--- config.mk ---
export PLATFORM = sky130hd
export DESIGN_NAME = vga_timing_gen
export DESIGN_NICKNAME = d
export VERILOG_FILES = /design/src/rtl/vga_timing_gen.sv
export SDC_FILE = /design/constraint.sdc
export NUM_CORES = 1
export LEC_CHECK = 0
export ABC_AREA = 1
export BUFFER_PORTS_ARGS = -buffer_cell sky130_fd_sc_hd__buf_2
export CAP_MARGIN = 20
export CORE_ASPECT_RATIO = 0.5
export CORE_UTILIZATION = 50
export CTS_BUF_LIST = sky130_fd_sc_hd__clkbuf_16
export DETAILED_ROUTE_END_ITERATION = 12
export PLACE_DENSITY = 0.75
export SYNTH_ARGS = -nofsm -noshare
export SYNTH_HDL_FRONTEND = slang
export SYNTH_SLANG_ARGS = --single-unit
--- constraint.sdc ---
create_clock -name clk -period 2.8 [get_ports clk]
set_input_delay 0.7 -clock clk [delete_from_list [all_inputs] [get_ports clk]]
set_output_delay 0.7 -clock clk [all_outputs]
set_load 0.03 [all_outputs]
--- src/rtl/vga_timing_gen.sv ---
// VGA raster timing generator with a pixel-clock divider, registered sync/blank decode,
// and a debounced "next mode" pushbutton whose effect is deferred to the frame boundary.
module vga_timing_gen #(
    parameter int H_ACTIVE   = 640,
    parameter int H_FP       = 16,
    parameter int H_SYNC     = 96,
    parameter int H_BP       = 48,
    parameter int V_ACTIVE   = 480,
    parameter int V_FP       = 10,
    parameter int V_SYNC     = 2,
    parameter int V_BP       = 33,
    parameter int CLK_DIV    = 2,
    parameter bit HSYNC_POL  = 1'b0,
    parameter bit VSYNC_POL  = 1'b0,
    parameter int N_MODES    = 4,
    parameter int DEB_CYCLES = 1000000,
    localparam int H_TOTAL   = H_ACTIVE + H_FP + H_SYNC + H_BP,
    localparam int V_TOTAL   = V_ACTIVE + V_FP + V_SYNC + V_BP,
    localparam int XW        = $clog2(H_TOTAL),
    localparam int YW        = $clog2(V_TOTAL),
    localparam int MW        = $clog2(N_MODES)
) (
    input  logic          clk,
    input  logic          rst_n_btn,
    input  logic          nxt,
    output logic          vgaclk,
    output logic          hsync,
    output logic          vsync,
    output logic          sync_b,
    output logic          blank_b,
    output logic [XW-1:0] x,
    output logic [YW-1:0] y,
    output logic          frame_start,
    output logic [MW-1:0] mode
);

    localparam int DW = $clog2(CLK_DIV);
    localparam int CW = $clog2(DEB_CYCLES) + 1;

    localparam logic [DW-1:0] DIV_LAST  = DW'(CLK_DIV - 1);
    localparam logic [DW-1:0] DIV_HALF  = DW'(CLK_DIV / 2);
    localparam logic [XW-1:0] X_LAST    = XW'(H_TOTAL - 1);
    localparam logic [YW-1:0] Y_LAST    = YW'(V_TOTAL - 1);
    localparam logic [XW-1:0] X_ACT     = XW'(H_ACTIVE);
    localparam logic [YW-1:0] Y_ACT     = YW'(V_ACTIVE);
    localparam logic [XW-1:0] HS_START  = XW'(H_ACTIVE + H_FP);
    localparam logic [XW-1:0] HS_END    = XW'(H_ACTIVE + H_FP + H_SYNC - 1);
    localparam logic [YW-1:0] VS_START  = YW'(V_ACTIVE + V_FP);
    localparam logic [YW-1:0] VS_END    = YW'(V_ACTIVE + V_FP + V_SYNC - 1);
    localparam logic [CW-1:0] DEB_LAST  = CW'(DEB_CYCLES - 1);
    localparam logic [MW-1:0] MODE_LAST = MW'(N_MODES - 1);

    typedef enum logic [1:0] {REL, PRESS_CHK, HELD, REL_CHK} deb_state_t;

    logic [DW-1:0] div_q, div_d;
    logic          pe;
    logic          vgaclk_q;
    logic [XW-1:0] x_q, x_d;
    logic [YW-1:0] y_q, y_d;
    logic          hsync_q, hsync_d;
    logic          vsync_q, vsync_d;
    logic          blank_q, blank_d;
    logic          fs_q, wrap;
    logic          sync1_q, sync2_q;
    deb_state_t    state_q;
    logic [CW-1:0] cnt_q;
    logic [MW-1:0] pending_q, pending_inc;
    logic [MW-1:0] mode_q;

    // Timing datapath: sync/blank are decoded from the next-state counters so they
    // land on the same edge as x/y with no skew.
    always_comb begin
        pe      = (div_q == DIV_LAST);
        div_d   = pe ? '0 : div_q + 1'b1;
        x_d     = x_q;
        y_d     = y_q;
        wrap    = 1'b0;
        if (pe) begin
            if (x_q == X_LAST) begin
                x_d  = '0;
                y_d  = (y_q == Y_LAST) ? '0 : y_q + 1'b1;
                wrap = (y_q == Y_LAST);
            end else begin
                x_d = x_q + 1'b1;
            end
        end
        hsync_d = (x_d >= HS_START && x_d <= HS_END) ? HSYNC_POL : ~HSYNC_POL;
        vsync_d = (y_d >= VS_START && y_d <= VS_END) ? VSYNC_POL : ~VSYNC_POL;
        blank_d = (x_d < X_ACT) && (y_d < Y_ACT);
    end

    always_ff @(posedge clk or negedge rst_n_btn) begin
        if (!rst_n_btn) begin
            div_q    <= '0;
            vgaclk_q <= 1'b0;
            x_q      <= '0;
            y_q      <= '0;
            hsync_q  <= ~HSYNC_POL;
            vsync_q  <= ~VSYNC_POL;
            blank_q  <= 1'b0;
            fs_q     <= 1'b0;
        end else begin
            div_q    <= div_d;
            vgaclk_q <= (div_d >= DIV_HALF);
            x_q      <= x_d;
            y_q      <= y_d;
            hsync_q  <= hsync_d;
            vsync_q  <= vsync_d;
            blank_q  <= blank_d;
            fs_q     <= wrap;
        end
    end

    always_ff @(posedge clk or negedge rst_n_btn) begin
        if (!rst_n_btn) begin
            sync1_q <= 1'b1;
            sync2_q <= 1'b1;
        end else begin
            sync1_q <= nxt;
            sync2_q <= sync1_q;
        end
    end

    assign pending_inc = (pending_q == MODE_LAST) ? '0 : pending_q + 1'b1;

    // Debounce FSM; mode only samples pending on the frame_start clock, so a press
    // accepted in that same clock is seen one frame later.
    always_ff @(posedge clk or negedge rst_n_btn) begin
        if (!rst_n_btn) begin
            state_q   <= REL;
            cnt_q     <= '0;
            pending_q <= '0;
            mode_q    <= '0;
        end else begin
            if (fs_q) begin
                mode_q <= pending_q;
            end
            case (state_q)
                REL: begin
                    cnt_q <= '0;
                    if (!sync2_q) state_q <= PRESS_CHK;
                end
                PRESS_CHK: begin
                    if (sync2_q) begin
                        state_q <= REL;
                        cnt_q   <= '0;
                    end else if (cnt_q == DEB_LAST) begin
                        state_q   <= HELD;
                        cnt_q     <= '0;
                        pending_q <= pending_inc;
                    end else begin
                        cnt_q <= cnt_q + 1'b1;
                    end
                end
                HELD: begin
                    cnt_q <= '0;
                    if (sync2_q) state_q <= REL_CHK;
                end
                REL_CHK: begin
                    if (!sync2_q) begin
                        state_q <= HELD;
                        cnt_q   <= '0;
                    end else if (cnt_q == DEB_LAST) begin
                        state_q <= REL;
                        cnt_q   <= '0;
                    end else begin
                        cnt_q <= cnt_q + 1'b1;
                    end
                end
                default: begin
                    state_q <= REL;
                    cnt_q   <= '0;
                end
            endcase
        end
    end

    assign vgaclk      = vgaclk_q;
    assign hsync       = hsync_q;
    assign vsync       = vsync_q;
    assign sync_b      = 1'b0;
    assign blank_b     = blank_q;
    assign x           = x_q;
    assign y           = y_q;
    assign frame_start = fs_q;
    assign mode        = mode_q;

endmodule
After elaboration in Yosys (flattened, before gate mapping):

Index checks and enable logic that the tools add are counted.

* $lt $le $gt $ge: 7
* mux-type cells: 22
* reduce and logical (&&, ||, !) cells: 7
* add/subtract/negate cells: 5
* eq/ne operators: 11
* bitwise operators: 1

Operators with widths (number)
* two-way mux 21 bit: 3
* one-hot mux 21 bit (3 select lines): 1
* two-way mux 10 bit: 5
* adder 21 x 1 -> 21 bit (second input constant): 1
* equality test 21 x 20 -> 1 bit (second input constant): 1
* adder 10 x 1 -> 10 bit (second input constant): 2
* equality test 10 bit (second input constant): 2
* two-way mux 2 bit: 7
* greater-or-equal comparator 10 bit (second input constant): 1
* greater-or-equal comparator 10 x 9 -> 1 bit (second input constant): 1
* <= comparator 10 bit (second input constant): 1
* <= comparator 10 x 9 -> 1 bit (second input constant): 1
* < comparator 10 bit (second input constant): 1
* < comparator 10 x 9 -> 1 bit (second input constant): 1
* one-hot mux 2 bit (4 select lines): 1
* equality test 2 bit (second input constant): 3
* != test 3 bit (second input constant): 2
* two-way mux 1 bit: 5
* != test 2 bit (second input constant): 2
* AND reduction 4 bit: 1
* logical AND 1 bit: 3
* AND reduction 3 bit: 1
* adder 2 x 1 -> 2 bit (second input constant): 1
* equality test 2 x 1 -> 1 bit (second input constant): 1
* 5 further kinds: 5

* output and inout port bits: 28
* word-level logic and storage cells: 67
* register bits: 55
* bits of input ports: 3

Logic depth before layout (Yosys ltp):

Gate-level depths: netlist of run 1.

* depth after elaboration: 7
* mapped depth: 13

Least setup slack after synthesis of run 1:

OpenSTA, ideal clock, no wires.

* path type: reg2reg
* from: register x_q[0], in the netlist x[0]
* to: register vsync_q, in the netlist vsync
* data arrival time: 1.775 ns
* buffers on the path: 0
* clock period less this slack: 1.852 ns
* slack: 0.948 ns
* required time: 2.723 ns
* stages on the path, launching flop included: 11
* library setup time: 0.077 ns
* cell sequence: dfrtp_1 -> ha_1 -> nand2_2 -> nor2_8 -> nand2_4 -> nor2_8 -> nand2_1 -> xor2_1 -> nand3_1 -> nor2_1 -> nand2_1

* word-level cells in the longest chain between the ends: 6
* elaborated cells between the ends (all ways): 7
* those cells by class: order compare (2); eq/ne (1); mux (3); reduce/logical (1)

Ends and longest elaborated chain
* from (decl): line 58 `logic [XW-1:0] x_q, x_d;`
* from (signal assigned): line 96 `x_q <= '0;`
* from (signal assigned): line 105 `x_q <= x_d;`
* equality test 10 bit (*): line 79 `if (x_q == X_LAST) begin`
* two-way mux 10 bit (*): line 79
* two-way mux 10 bit (*): line 78 `if (pe) begin`
* greater-or-equal comparator 10 x 9 -> 1 bit / <= comparator 10 x 9 -> 1 bit (equally long branches): line 88 `vsync_d = (y_d >= VS_START && y_d <= VS_END) ? VSYNC_POL : ~VSYNC_POL;`
* logical AND 1 bit (*): line 88
* two-way mux 1 bit (*): line 88
* net vsync_d: line 61 `logic vsync_q, vsync_d;`
* to (signal assigned): line 99 `vsync_q <= ~VSYNC_POL;`
* to (signal assigned): line 108 `vsync_q <= vsync_d;`
* to (decl): line 61

The timed path passes the listed nets; every way through them passes the cells marked *.
A chain may end at the register's enable or synchronous reset.

==> flow_summary.toml, run 1 <==
[final_layout]
antenna-diode-count = 0
nNetsFinal = 421
final_layout_size_suffix_gt1_share_pct = 15.5
layout.cell_area.non_filler_mm2 = 0.00333
layout.filler_cells = 477
layout_commonest_cell = "nand2_1"
layout_common_cells = "83 x nand2_1, 61 x nor2_1, 59 x inv_1, 50 x dfrtp_1, 29 x buf_2"
area_delta_synth_final_pct = 12.2

[clocking]
clk_pin_slew_ns = 0.07
cts_setup_buffers = 0
clk_path_buf_depth = 2
clock_sinks = 54
post_cts_resized = 0
clockRootBuffer = "clkbuf_16"
cts-htree-levels = 2
tritoncts.num_buffers = 5
ctsHoldBuffers = 0
worst_skew_pair.late_latency_ns = 0.29
tritoncts = "done"

[placement]
routabilityCongestion = 0.830
dpl-instance-area_mm2 = 0.00319
post-place-ws_ns = 0.875
placement.io_buffers = 29
detailedPlacementHpwl_mm = 4.56

[power_and_ir_drop]
power.density_cell_area_mw_per_mm2 = 424
logic_pwr_share_pct = 2.2
switching_share_pct = 20.9
power_leakage_nw = 1.69
vdd.ir_drop.worst_mv = 0.254
p_switching_mw = 0.295
power_report.internal_total_mw = 1.12
report.power.total_mw = 1.41
share_clk_of_total_power_pct = 42.1
power.share.sequential_pct = 55.7

[floorplanning]
initial_core_util_pct = 53.1
core_area_mm2 = 0.00559
height_of_the_die_um = 56.5
io_pins = 31
floorplan.die_area_mm2 = 0.00626
dieWidth_um = 111
row_count = 19

[timing]
worst-slew-pin-transition_ns = 0.629
hold_viol = 0
grt_setup_unrepaired = "no"
tns_ns = 0
finalSetupViolCount = 0
relSlewSlack_pct = 58.1
finalClockSkew_ns = 0.00539
layout_setup_ws_ns = 0.753
post-route-min-period_ns = 2.05
timing.final.crit_share_pct = 73.1
max_clock_freq_ghz = 0.489
report.final.slew_viol_count = 0

[synthesis]
synth.yosys.seq_area_share_pct = 45.7
synthDominantAreaCellType = "dfrtp_1"
yosys_register_bits = 54
post_synth_instance_area_mm2 = 0.00297
synth_area_leaders = "dfrtp_1 42%, nand2_1 11%, nor2_1 7.7%, inv_1 7.5%, nand3_1 4.7%"
synthesis.yosys.warnings = 0
postSynthNetCount = 388
synth_area_per_cell_um2 = 7.81
post_synth_inst_count = 380
netlist.area_leader.share_pct = 42.2
synth.lib_cells_used.distinct = 38

[worst_setup_path]
timing.setup.critical_path_class = "flop to output pin"
crit_family = "flip-flops"
worst_setup_path_start_kind = "flop"
timing.critical_path.to_type = "output pin"
max_stage_delay_ns = 0.75
slowest_stage = "dfrtp_1"
critical_path_required_ns = 2.10
worstPathCellList = "buf_2"
crit_buf_inv = 1
critical_path.max_fanout = 19
worstPathArrival_ns = 1.35

[grt]
grt_antenna_before_repair = 0
grt_max_degree = 27
grt_first_pass_wirelength_mm = 10.3
grt_use_total_pct = 20.3
grt_overflow_total = 0
grt_pass1_vias = 2403

[routing]
route.detailed.drc = 0
ant_nets = 0
detail_route.wl_per_cell_um = 12.1
vias = 2469
drt_first_iter_violations = 95
routed_wirelength_mm = 5.91
post_drt_via_cell_ratio = 5.07
drt_first_pass_iters = 4

[job]
maxCapViolCount = 0

[min_path]
min-delay-path-class = "flop to flop"

[outcome]
outcome = "completed"
sequential cells by signal, indices dropped and copies added, names as in the netlist, named ones only:
register,cells
sync2_q,1
vsync,1
hsync,1
frame_start,1
x,10
cnt_q,21
mode,2
state_q,1
div_q,1
pending_q,2
blank_b,1
sync1_q,1
y,10
area by class of cell:
type                       instances  area (um2)  share of cell area (%)
clock buffer                       5         125                    3.76
clock inverter                     3        16.3                   0.489
inverter                          61         230                    6.92
multi-input combinational        260        1350                    40.5
sequential                        54        1360                    40.8
tap                               73        91.3                    2.74
timing repair buffer              31         160                    4.81
per-layer routing:
layer | global-route usage, % | wire (um)
met4 | 7.05 | 74
met5 | 0 | 0
met2 | 37.4 | 2930
met3 | 4.00 | 240
met1 | 24.1 | 2670
synthesized netlist by cell type (all sizes together):
| master | n |
|---|---|
| and2 | 1 |
| xnor2 | 5 |
| a41o | 1 |
| dfrtp | 50 |
| dfstp | 4 |
| ha | 5 |
| conb | 1 |
| nor4 | 1 |
| clkbuf | 1 |
| clkinv | 1 |
| xor2 | 7 |
| buf | 4 |
| nor3b | 7 |
| and3 | 1 |
| nand3 | 30 |
| nor3 | 8 |
| nand2 | 89 |
| a211oi | 1 |
| a21oi | 8 |
| o21a | 1 |
| inv | 60 |
| o21ai | 11 |
| o21bai | 1 |
| nand4 | 11 |
| o31ai | 1 |
| nor2 | 68 |
| mux2 | 2 |
per-stage QoR:
stage / util (%) / hold WS, ns / cells
after CTS: 59.6 / 0.351 / 487
final: 59.6 / 0.352 / 487
after global placement: 57.0 / 0.348 / 479
after detailed placement: 57.0 / 0.349 / 479
after floorplan: - / 0.345 / 380
after global routing: 59.6 / 0.357 / 487
worst paths after layout:
kind	slack (ns)	depth (start not counted)	start	to
worst max-delay path	0.75	1	div_q	vgaclk
worst max register to register	0.83	11	x[0]	blank_b
min in group asynchronous	0.41	1	rst_n_btn	x[6]
max in group asynchronous	1.67	2	rst_n_btn	sync2_q
worst min register to register	0.35	0	sync1_q	sync2_q
worst min-delay path	0.35	0	sync1_q	sync2_q
cell families (layout without fill, tap and decap cells):
family	Yosys count	in the layout	synth area share, %
AND/OR/NAND/NOR	216	216	34.2
buffers and inverters	66	100	8.81
multiplexers	2	2	0.759
adder cells (fa/ha/maj)	5	5	2.11
other	1	1	0.126
flip-flops	54	54	45.7
XOR/XNOR	12	12	3.54
AO/OA/AOI/OAI	24	24	4.68
power groups by stage:
stage | clock network, mW | logic, mW | registers, mW
after global routing | 0.634 | 0.0373 | 0.787
after CTS | 0.607 | 0.0329 | 0.787
after floorplan | 0 | 0.0136 | 0.801
after detailed placement | 0 | 0.0331 | 0.802
final | 0.594 | 0.0316 | 0.787
after global placement | 0 | 0.0316 | 0.801
No activity file was read; power rests on OpenSTA's default activity.
==> inputs of run 2 (changes only) <==
--- a/config.mk
+++ b/config.mk
@@ -12,7 +12,7 @@
 export CORE_UTILIZATION = 50
 export CTS_BUF_LIST = sky130_fd_sc_hd__clkbuf_16
 export DETAILED_ROUTE_END_ITERATION = 12
-export PLACE_DENSITY = 0.75
+export PLACE_DENSITY = 0.78
 export SYNTH_ARGS = -nofsm -noshare
 export SYNTH_HDL_FRONTEND = slang
 export SYNTH_SLANG_ARGS = --single-unit
==> constraint.sdc (replaced) <==
create_clock -name clk -period 1.8 [get_ports clk]
set_input_delay 0.45 -clock clk [delete_from_list [all_inputs] [get_ports clk]]
set_output_delay 0.45 -clock clk [all_outputs]
set_load 0.03 [all_outputs]
==> run 2 against run 1 <==
Against the previous run: routed wire length increased by 5.7%; critical path depth up 10; cell count rose by 2.9%; critical path type is now flop to flop; critical endpoint is now vsync.
==> flow_summary.toml, run 2 (synthesis gave the netlist of run 1 again) <==
[final_layout]
layout.filler_cells = 481
layout_commonest_cell = "nand2_1"
largest_register_ff_count = 21
antenna-diode-count = 0
nNetsFinal = 435
final_layout_size_suffix_gt1_share_pct = 22.0
registers.top_by_ff_count = "cnt_q"
area_delta_synth_final_pct = 19.3
layout.cells.non_filler = 501
layout_common_cells = "81 x nand2_1, 60 x inv_1, 56 x nor2_1, 47 x dfrtp_1, 29 x buf_2"
layout.cell_area.non_filler_mm2 = 0.00354

[clocking]
worst_skew_pair.late_latency_ns = 0.29
tritoncts = "done"
ctsHoldBuffers = 0
tritoncts.num_buffers = 5
clk_path_buf_depth = 2
clk_pin_slew_ns = 0.07
clockRootBuffer = "clkbuf_16"
cts-htree-levels = 2
clock_sinks = 54

[worst_setup_path]
worstSetupStartpoint = "x[0]"
critical_path.max_fanout = 8
timing.setup.critical_path_class = "flop to flop"
critical_path_required_ns = 2.03
worstPathArrival_ns = 1.96
timing.critical_path.to_type = "flop"
timing.rr.start = "x[0]"
worst_setup_path_start_kind = "flop"

[timing]
finalSetupViolCount = 0
finalClockSkew_ns = 0.00745
tns_ns = 0
report.final.slew_viol_count = 0
max_clock_freq_ghz = 0.575
hold_viol = 0
post-route-min-period_ns = 1.74
timing.final.crit_share_pct = 96.6

[grt]
groute.layer.met3.usage_pct = 4.21
grt_use_total_pct = 20.3
grt_overflow_total = 0
grtUsageMet1_pct = 27.0
grt_pass1_vias = 2299
grt_first_pass_wirelength_mm = 10.3
grt_use_met2_pct = 34.7
grt_max_degree = 55
top_usage_layer = "met2"
grt_antenna_before_repair = 0

[floorplanning]
core_area_mm2 = 0.00559
dieWidth_um = 111
height_of_the_die_um = 56.5
row_count = 19
floorplan.die_area_mm2 = 0.00626
initial_core_util_pct = 53.1
io_pins = 31

[routing]
ant_nets = 0
drt_first_iter_violations = 110
vias = 2518
detail_route.wl_per_cell_um = 12.5
drt_first_pass_iters = 4
route.detailed.drc = 0
post_drt_via_cell_ratio = 5.03
routed_wirelength_mm = 6.25

[power_and_ir_drop]
power.density_cell_area_mw_per_mm2 = 631
power_leakage_nw = 1.74
vdd.ir_drop.worst_mv = 0.460

[placement]
placement.io_buffers = 29
routabilityCongestion = 0.855
dpl-instance-area_mm2 = 0.00325
cell_count_after_placement = 486
detailedPlacementHpwl_mm = 4.33

[job]
maxCapViolCount = 0

[min_path]
min-delay-path-class = "input pin to asynchronous set/reset pin"

[outcome]
outcome = "completed"
[run 2: cell types whose count changed in the layout (fill, tap and decap cells not counted), sizes merged]
cell | previous run | this run
clkinv | 3 | 1
nor2 | 68 | 69
inv | 60 | 61
clkinvlp | 1 | 2
buf | 31 | 44
[run 2: timing repair]
item                                    in CTS  in global routing
buffers inserted                             0                  6
resized for setup                            2                 18
pin swaps                                    0                 11
hold endpoints to repair                     0                  0
cloned                                       0                  1
endpoints found under the setup margin       4                 10
[run 2: cell type report]
type                    instances  area (um2)  share of cell area, %
flip-flops and latches         54        1360                   38.4
inverters                      61         230                   6.51
clock buffers                   5         125                   3.54
repair buffers                 44         270                   7.64
well taps                      73        91.3                   2.58
multi-input cells             261        1440                   40.8
clock inverters                 3        18.8                  0.530
[run 2: per-layer routing]
layer	share of wire [%]	wire [um]
met3	2.6	160
met4	0.58	36
met1	49	3080
met5	0	0
met2	47	2970
[run 2: power by group]
group / switching (mW) / internal [mW] / total (mW)
logic: 0.0411 / 0.0161 / 0.0572
clock network: 0.442 / 0.511 / 0.953
registers: 0.00391 / 1.22 / 1.22
total: 0.487 / 1.75 / 2.23
[run 2: path summary, 6_finish.rpt]
check                      endpoint  slack [ns]  cells after the start
hold reg to reg             sync2_q        0.36                      0
setup reg to reg              vsync        0.06                     11
max in group asynchronous   sync1_q        1.37                      2
hold / removal                 x[2]        0.14                      2
setup / recovery              vsync        0.06                     11
min in group clk            sync1_q        0.26                      1
[run 2: through the flow]
stage                     setup slack [ns]  utilization [%]  total power, mW  hold WS (ns)
after CTS                           0.0408             61.0             2.25         0.157
after global routing               -0.0648             63.3             2.30         0.169
after floorplan                     0.0623                -             1.27         0.154
after global placement              0.0852             58.3             1.30         0.346
after detailed placement           0.00182             58.3             1.30         0.347
final                               0.0606             63.3             2.23         0.140
[run 2: worst max-delay path: stages (launching register included)]
cell and delay (ns):
dfrtp_2 0.39, ha_4 0.15, nand2_2 0.09, nor2_8 0.18, nand2_4 0.11, nor2_8 0.18, nand2_2 0.07, xor2_1 0.15
clkinv_2 0.08, nand3_1 0.07, nor2_2 0.14, nand2_1 0.06
==> inputs of run 3 (changes only) <==
--- a/config.mk
+++ b/config.mk
@@ -6,9 +6,10 @@
 export NUM_CORES = 1
 export LEC_CHECK = 0
 export ABC_AREA = 1
-export BUFFER_PORTS_ARGS = -buffer_cell sky130_fd_sc_hd__buf_2
+export BUFFER_PORTS_ARGS = -buffer_cell sky130_fd_sc_hd__buf_4
 export CAP_MARGIN = 20
 export CORE_ASPECT_RATIO = 0.5
+export CORE_MARGIN = 1.5
 export CORE_UTILIZATION = 50
 export CTS_BUF_LIST = sky130_fd_sc_hd__clkbuf_16
 export DETAILED_ROUTE_END_ITERATION = 12
==> run 3 against run 2 <==
Against the previous run: flip-flop and latch count unchanged; clock-buffer cell count is the same; design area grew 3.0%; sequential power about the same; highest routed layer unchanged; total power increased by 6.0%; hold slack worse by 0.044 ns; fmax up 0.75%; via count up 2.1%.
==> flow_summary.toml, run 3 (synthesis gave the netlist of run 1 again) <==
[clocking]
clk_pin_slew_ns = 0.07
tritoncts.num_buffers = 5
ctsHoldBuffers = 0
worst_skew_pair.late_latency_ns = 0.29
tritoncts = "done"
cts-htree-levels = 2
clk_path_buf_depth = 2
clock_sinks = 54
clockRootBuffer = "clkbuf_16"

[placement]
dpl-instance-area_mm2 = 0.00336
post-place-ws_ns = 0.0610
placement.io_buffers = 29
routabilityCongestion = 0.838
detailedPlacementHpwl_mm = 4.36
cell_count_after_placement = 490

[worst_setup_path]
worstPathArrival_ns = 1.95
timing.setup.critical_path_class = "flop to flop"
worst_setup_path_start_kind = "flop"
critical_path.max_fanout = 7
timing.critical_path.to_type = "flop"
critical_path_required_ns = 2.02

[floorplanning]
height_of_the_die_um = 57.5
io_pins = 31
floorplan.die_area_mm2 = 0.00643
initial_core_util_pct = 52.9
dieWidth_um = 112
core_area_mm2 = 0.00561
row_count = 19

[routing]
drt_first_pass_iters = 4
route.detailed.drc = 0
ant_nets = 0
detail_route.wl_per_cell_um = 12.9
post_drt_via_cell_ratio = 5.09
drt_first_iter_violations = 138
vias = 2572
routed_wirelength_mm = 6.50

[grt]
grt_overflow_total = 0
grt_use_met2_pct = 33.1
top_usage_layer = "met2"
grtUsageMet1_pct = 26.9
grt_pass1_vias = 2315
grt_use_total_pct = 19.8
grt_first_pass_wirelength_mm = 10.3
grt_max_degree = 34
groute.layer.met3.usage_pct = 3.51
grt_antenna_before_repair = 0

[timing]
hold_slack_ns = 0.0965
hold_viol = 0
grt_setup_unrepaired = "yes"
max_clock_freq_ghz = 0.579
timing.final.crit_share_pct = 95.9
report.final.slew_viol_count = 0
post-route-min-period_ns = 1.73
finalClockSkew_ns = 0.00733
layout_setup_ws_ns = 0.0736
finalSetupViolCount = 0
tns_ns = 0

[final_layout]
final-seq-area_mm2 = 0.00136
layout_commonest_cell = "nand2_1"
finalCoreUtilization_pct = 65.0
area_delta_synth_final_pct = 22.9
registers.top_by_ff_count = "cnt_q"
largest_register_ff_count = 21
layout.cell_area.non_filler_mm2 = 0.00364
layout_common_cells = "82 x nand2_1, 60 x inv_1, 57 x nor2_1, 47 x dfrtp_1, 47 x buf_4"
layout.cells.non_filler = 505
final_layout_size_suffix_gt1_share_pct = 21.3
antenna-diode-count = 0
multi_input_comb_area_mm2 = 0.00142
nNetsFinal = 439
layout.filler_cells = 461

[min_path]
min-delay-path-class = "input pin to asynchronous set/reset pin"

[power_and_ir_drop]
report.power.total_mw = 2.37
vdd.ir_drop.worst_mv = 0.354
power_leakage_nw = 1.80
power.density_cell_area_mw_per_mm2 = 650

[job]
maxCapViolCount = 0

[outcome]
outcome = "completed"
## run 3: cell type report
class                           instances  area share [%]
Clock buffer                            5            3.43
Clock inverter                          3            1.13
Inverter                               61            6.32
Multi-Input combinational cell        261            39.1
Sequential cell                        54            37.3
Tap cell                               73            2.51
Timing Repair Buffer                   48            10.2
## run 3: power by group
group | switching [mW] | total [mW] | internal (mW)
Combinational | 0.0403 | 0.0556 | 0.0153
Sequential | 0.00347 | 1.22 | 1.22
Clock | 0.437 | 1.09 | 0.652
## run 3: worst paths after layout
| check | cells past startpoint | end | slack, ns | start |
|---|---|---|---|---|
| min in group clk | 1 | sync1_q | 0.27 | nxt |
| worst max-delay path | 12 | vsync | 0.07 | x[1] |
| worst min register to register | 0 | sync2_q | 0.36 | sync1_q |
| worst max register to register | 12 | vsync | 0.07 | x[1] |
| max in group asynchronous | 2 | sync2_q | 1.16 | rst_n_btn |
| worst min-delay path | 1 | x[2] | 0.1 | rst_n_btn |
## run 3: critical path, stage by stage, from the launching register on
cell     delay (ns)
dfrtp_2        0.39
ha_4           0.16
nand2_4        0.07
nor2_8         0.20
nand2_8        0.09
nor2_8         0.17
nand2_4        0.06
nand2_1        0.08
nand2_1        0.07
nor2_2         0.15
nand2_1        0.08
nor2_2         0.10
nand2_1        0.06
## run 3: metal layers
layer / part of all wire [%] / up-vias
met2: 49 / 58
met5: 0 / -
met4: 0.68 / 0
met3: 3.2 / 6
li1: - / 1292
met1: 48 / 1216
## run 3: what timing repair did
item | CTS | global route
resized for setup | 0 | 16
setup endpoints to repair | 0 | 6
buffers inserted | 0 | 6
